--- config.mk ---
export PLATFORM = sky130hd
export DESIGN_NAME = costas_loop_ctrl
export DESIGN_NICKNAME = d
export VERILOG_FILES = /design/src/rtl/costas_loop_ctrl.sv
export SDC_FILE = /design/constraint.sdc
export NUM_CORES = 1
export LEC_CHECK = 0
export ABC_CLOCK_PERIOD_IN_PS = 9850
export BUFFER_PORTS_ARGS = -buffer_cell sky130_fd_sc_hd__buf_2
export CORE_ASPECT_RATIO = 1.2
export CORE_UTILIZATION = 45
export DETAILED_ROUTE_END_ITERATION = 16
export SKIP_LAST_GASP = 1
export SYNTH_ARGS = -nofsm -noshare
export SYNTH_HDL_FRONTEND = slang
export SYNTH_SLANG_ARGS = --single-unit
export TNS_END_PERCENT = 5
--- constraint.sdc ---
create_clock -name clk -period 9.85 [get_ports clk]
set_input_delay 1.97 -clock clk [delete_from_list [all_inputs] [get_ports clk]]
set_output_delay 1.97 -clock clk [all_outputs]
set_load 0.1 [all_outputs]
--- src/rtl/costas_loop_ctrl.sv ---
// Costas carrier-recovery loop controller: BPSK phase detector, PI loop filter and
// centre-frequency summation producing the NCO phase-increment word, plus lock detect.
module costas_loop_ctrl #(
  parameter int DATA_WIDTH  = 8,
  parameter int PHASE_WIDTH = 32,
  parameter int INT_WIDTH   = 24,
  parameter int LOCK_COUNT  = 64
) (
  input  logic                   clk,
  input  logic                   reset_n,
  input  logic                   in_valid,
  input  logic [DATA_WIDTH-1:0]  i_sample,
  input  logic [DATA_WIDTH-1:0]  q_sample,
  input  logic                   loop_clr,
  input  logic [PHASE_WIDTH-1:0] fc_word,
  input  logic [4:0]             kp_shift,
  input  logic [4:0]             ki_shift,
  output logic [PHASE_WIDTH-1:0] phi_inc_o,
  output logic                   out_valid,
  output logic [DATA_WIDTH-1:0]  err_o,
  output logic                   lock
);

  localparam int CW = $clog2(LOCK_COUNT + 1);

  localparam logic signed [DATA_WIDTH-1:0] S_MAX   = {1'b0, {(DATA_WIDTH-1){1'b1}}};
  localparam logic signed [DATA_WIDTH-1:0] S_MIN   = {1'b1, {(DATA_WIDTH-1){1'b0}}};
  localparam logic signed [INT_WIDTH-1:0]  INT_MAX = {1'b0, {(INT_WIDTH-1){1'b1}}};
  localparam logic signed [INT_WIDTH-1:0]  INT_MIN = {1'b1, {(INT_WIDTH-1){1'b0}}};

  // Negation that maps the most negative code to the most positive one.
  function automatic logic signed [DATA_WIDTH-1:0] sat_neg(input logic signed [DATA_WIDTH-1:0] x);
    return (x == S_MIN) ? S_MAX : -x;
  endfunction

  // Stage 0: captured input sample
  logic                          v0_q;
  logic signed [DATA_WIDTH-1:0]  i_q, q_q;
  // Stage 1: phase error and lock detector
  logic                          v1_q;
  logic signed [DATA_WIDTH-1:0]  err_q, err_d;
  logic [CW-1:0]                 cnt_q, cnt_d;
  logic                          lock_q;
  // Stage 2: loop filter
  logic                          v2_q;
  logic signed [INT_WIDTH-1:0]   prop_q, prop_d;
  logic signed [INT_WIDTH-1:0]   integ_q, integ_d;
  // Stage 3: NCO word
  logic                          out_valid_q;
  logic [PHASE_WIDTH-1:0]        phi_inc_q, phi_inc_d;

  logic signed [DATA_WIDTH-1:0]  abs_i, abs_q, prop_s, inc_s;
  logic signed [INT_WIDTH:0]     integ_wide, pi_sum;
  logic signed [PHASE_WIDTH+1:0] sum;

  // NOTE: every variable gets a value on every path through always_comb, so no latch is inferred.
  always_comb begin
    err_d = i_q[DATA_WIDTH-1] ? sat_neg(q_q) : q_q;
    abs_i = i_q[DATA_WIDTH-1] ? sat_neg(i_q) : i_q;
    abs_q = q_q[DATA_WIDTH-1] ? sat_neg(q_q) : q_q;

    cnt_d = '0;
    if (abs_i > abs_q) begin
      cnt_d = (cnt_q == CW'(LOCK_COUNT)) ? cnt_q : cnt_q + 1'b1;
    end

    // Arithmetic shifts past the sample width collapse to 0 or -1 by sign fill.
    prop_s     = err_q >>> kp_shift;
    inc_s      = err_q >>> ki_shift;
    prop_d     = INT_WIDTH'(prop_s);
    integ_wide = (INT_WIDTH+1)'(integ_q) + (INT_WIDTH+1)'(inc_s);
    integ_d    = integ_wide[INT_WIDTH-1:0];
    if (integ_wide[INT_WIDTH] != integ_wide[INT_WIDTH-1]) begin
      integ_d = integ_wide[INT_WIDTH] ? INT_MIN : INT_MAX;
    end

    pi_sum    = (INT_WIDTH+1)'(prop_q) + (INT_WIDTH+1)'(integ_q);
    sum       = $signed({2'b00, fc_word}) + (PHASE_WIDTH+2)'(pi_sum);
    phi_inc_d = sum[PHASE_WIDTH-1:0];
    if (sum[PHASE_WIDTH+1]) begin
      phi_inc_d = '0;
    end else if (sum[PHASE_WIDTH]) begin
      phi_inc_d = '1;
    end
  end

  // NOTE: sequential state uses non-blocking assignments so every stage sees last cycle's values.
  always_ff @(posedge clk) begin
    if (!reset_n || loop_clr) begin
      v0_q        <= 1'b0;
      i_q         <= '0;
      q_q         <= '0;
      v1_q        <= 1'b0;
      err_q       <= '0;
      cnt_q       <= '0;
      lock_q      <= 1'b0;
      v2_q        <= 1'b0;
      prop_q      <= '0;
      integ_q     <= '0;
      out_valid_q <= 1'b0;
      phi_inc_q   <= fc_word;
    end else begin
      v0_q <= in_valid;
      if (in_valid) begin
        i_q <= i_sample;
        q_q <= q_sample;
      end

      v1_q <= v0_q;
      if (v0_q) begin
        err_q  <= err_d;
        cnt_q  <= cnt_d;
        lock_q <= (cnt_d == CW'(LOCK_COUNT));
      end

      v2_q <= v1_q;
      if (v1_q) begin
        prop_q  <= prop_d;
        integ_q <= integ_d;
      end

      out_valid_q <= v2_q;
      if (v2_q) begin
        phi_inc_q <= phi_inc_d;
      end
    end
  end

  assign phi_inc_o = phi_inc_q;
  assign out_valid = out_valid_q;
  assign err_o     = err_q;
  assign lock      = lock_q;

endmodule

==> results.sh <==
export IMPL_status="finished clean"
export IMPL_required_ns=10.04
export IMPL_ant_nets=0
export IMPL_postCtsSetupRepairBufs=0
export IMPL_cp_end_kind="flip-flop"
export IMPL_ir_worst_vdd_mv=0.0907
export IMPL_syn2layout_area_growth_pct=10.9
export IMPL_ys_seq_elements=100
export IMPL_worstPathMaxFanout=23
export IMPL_cts_tree="yes"
export IMPL_setup_viol=0
export IMPL_core_um2=19700
export IMPL_switchingPower_uw=381
export IMPL_whs_ns=0.474
export IMPL_syn_inst=1078
export IMPL_slew_headroom_pct=31.3
export IMPL_synth_area_leaders="dfxtp_1 15%, edfxtp_1 11%, ha_1 9.5%"
export IMPL_drt_iter0_drc=482
export IMPL_p_seq_share_pct=41.0
export IMPL_p_total_uw=1110
export IMPL_die_h_um=158
export IMPL_hpwlAfterDp_um=17300
export IMPL_cts_root_buf="clkbuf_16"
export IMPL_synth_cell_area_um2=9110
export IMPL_drtPass1Iterations=5
export IMPL_ys_seq_area_share_pct=25.5
export IMPL_clock_skew_ns=0.00936
export IMPL_rsz0062_at_grt="false"
export IMPL_p_per_area_nw_per_um2=110
export IMPL_layout_drive_gt1_share_pct=16.3
export IMPL_yosysTopAreaCellShare_pct=14.9
export IMPL_grt_max_degree=78
export IMPL_cp_start_kind="primary input"
export IMPL_cts_max_path_buffers=2
export IMPL_cts_buffers=9
export IMPL_async_flop_share_pct=0
export IMPL_port_buffer_count=103
export IMPL_p_leak_uw=0.00432
export IMPL_path_clk_slew_ns=0.07
export IMPL_grt_pass1_vias=7572
export IMPL_synth_warnings=0
export IMPL_routed_wl_um=23100
export IMPL_start_util_pct=46.3
export IMPL_syn_num_nets=1244
export IMPL_place_congestion=0.884
export IMPL_criticalPathCategory="primary input to flip-flop"
export IMPL_drc=0
export IMPL_r2r_slack_ns=4.73
export IMPL_clk_latency_ns=0.35
export IMPL_wire_per_inst_um=16.3
export IMPL_grt_util_all_layers_pct=22.8
export IMPL_synth_common_cells="127 x a21oi_1, 85 x nand2_1, 76 x o21ai_0, 73 x nor2_1, 69 x ha_1"
export IMPL_maxCapViolCount=0
export IMPL_p_clk_share_pct=33.5
export IMPL_startpoint="fc_word[2]"
export IMPL_fp_dieW_um=132
export IMPL_yosys_area_top_type="dfxtp_1"
export IMPL_tns_ns=0
export IMPL_fin_cells=1412
export IMPL_fin_crit_ns=5.94
export IMPL_synth_edf_count=32
export IMPL_cts_sink_count=100
export IMPL_holdBufCountCts=0
export IMPL_core_rowCount=56
export IMPL_hp_class="flip-flop to flip-flop"
export IMPL_r2r_end="phi_inc_o[10]"
export IMPL_hold_viol=0
export IMPL_r2r_start="prop_q[7]"
export IMPL_endpoint="phi_inc_o[10]"
export IMPL_comb_power_share_pct=25.5
export IMPL_die_area_um2=20800
export IMPL_dpl_cell_count=1395
export IMPL_cpMaxStageDelayCell="nand3_1"
export IMPL_tightestPinTransition_ns=1.00
export IMPL_internal_power_uw=726
export IMPL_via_per_inst=5.70
export IMPL_fmax_mhz=168
export IMPL_period_share_pct=60.3
export IMPL_cpPeakStageDelay_ns=0.70
export IMPL_postSynthAreaPerCell_um2=8.45
export IMPL_swShare_pct=34.4
export IMPL_antenna_found_initial=0
export IMPL_r2r_cells=12
export IMPL_final_net_count=1311
export IMPL_synthDistinctLibCells=75
export IMPL_synth_most_common_cell="a21oi_1"
export IMPL_ys_flop_type="dfxtp_1"
export IMPL_crit_chain="buf_2 -> fa_1 -> ha_1 -> a211oi_1 -> o211ai_1 -> nand3_1 -> o211ai_1 -> a221o_1 -> a221o_1 -> nand3_1 -> nand2_1 -> a31oi_1"
export IMPL_cts_max_level=3
export IMPL_ios=104
export IMPL_vias=8053
export IMPL_fin_util_pct=51.3
export IMPL_arrival_ns=6.13
export IMPL_timing_final_max_slew_violations=0
export IMPL_grt_first_pass_wirelength_um=38000
export IMPL_cts_resized_gates=0
export IMPL_overflow=0
cell usage in the layout (no fill, tap or decap), types with 28 or more instances in the layout:
| cell type | instances |
|---|---|
| a21oi_1 | 127 |
| buf_2 | 103 |
| nand2_1 | 85 |
| o21ai_0 | 76 |
| nor2_1 | 73 |
| ha_1 | 69 |
| dfxtp_1 | 66 |
| inv_1 | 42 |
| fa_1 | 35 |
| xnor2_1 | 32 |
| edfxtp_1 | 32 |
| mux2i_1 | 31 |
| a21o_1 | 28 |
worst max-delay path: cells and delay by family:
| family | cells | cell delay, ns |
|---|---|---|
| AOI/OAI and AO/OA | 6 | 1.74 |
| and+or+nand+nor | 3 | 1.42 |
| adders and majority gates | 2 | 0.86 |
| buffers and inverters | 1 | 0.13 |
flip-flops by register name (all words and copies together), names as in the netlist, 7 cells and up:
signal	flops
phi_inc_o	32
integ_q	24
err_o	8
i_q	8
prop_q	8
q_q	8
cnt_q	7
area by class of cell:
class,instances,area (µm²)
Tap cell,261,327
Antenna cell,1,2.50
Sequential cell,100,2320
Fill cell,1955,9590
Timing Repair Buffer,112,583
Clock buffer,12,279
Clock inverter,4,28.8
Multi-Input combinational cell,879,6400
Inverter,43,161
per-stage QoR:
step	area (µm²)	setup slack, ns
after detailed placement	9790	3.58
after CTS	10100	3.95
final	10100	3.91
after floorplan	9110	4.31
after global placement	9790	3.76
after global routing	10100	3.64
per-layer routing:
metal	GRT usage [%]	wire length, µm	up-vias	share of wire (%)
met5	0	0	-	0
met4	5.15	214	0	0.93
met3	2.75	778	15	3.4
met2	38.3	10900	142	47
met1	31.3	11200	3810	49
li1	-	-	4086	-
worst min path at each step:
stage                     start        end  depth (start not counted)
after floorplan            v2_q  out_valid                          1
after global placement     lock       lock                          2
after detailed placement   lock       lock                          2
after CTS                  lock       lock                          2
after global routing       v2_q  out_valid                          1
final                      lock       lock                          2
power by group through the flow:
stage / clock, µW / combinational [µW] / sequential, µW
5_1_grt: 399 / 307 / 455
2_1_floorplan: 0 / 128 / 557
6_report: 371 / 283 / 453
3_5_place_dp: 0 / 282 / 463
4_1_cts: 382 / 284 / 453
3_3_place_gp: 0 / 282 / 463
logic make-up (layout without fill, tap and decap cells):
kind of cell | Yosys count | count (layout) | share of synthesized area [%]
flops | 100 | 100 | 25.5
compound gates | 390 | 390 | 26.6
buf+inv | 99 | 171 | 4.36
fa+ha+maj | 126 | 126 | 19.9
mux | 38 | 38 | 4.27
simple gates | 273 | 273 | 14.3
xor+xnor | 52 | 52 | 5.08
other cells | 0 | 1 | 0
No activity file was read; power rests on OpenSTA's default activity.
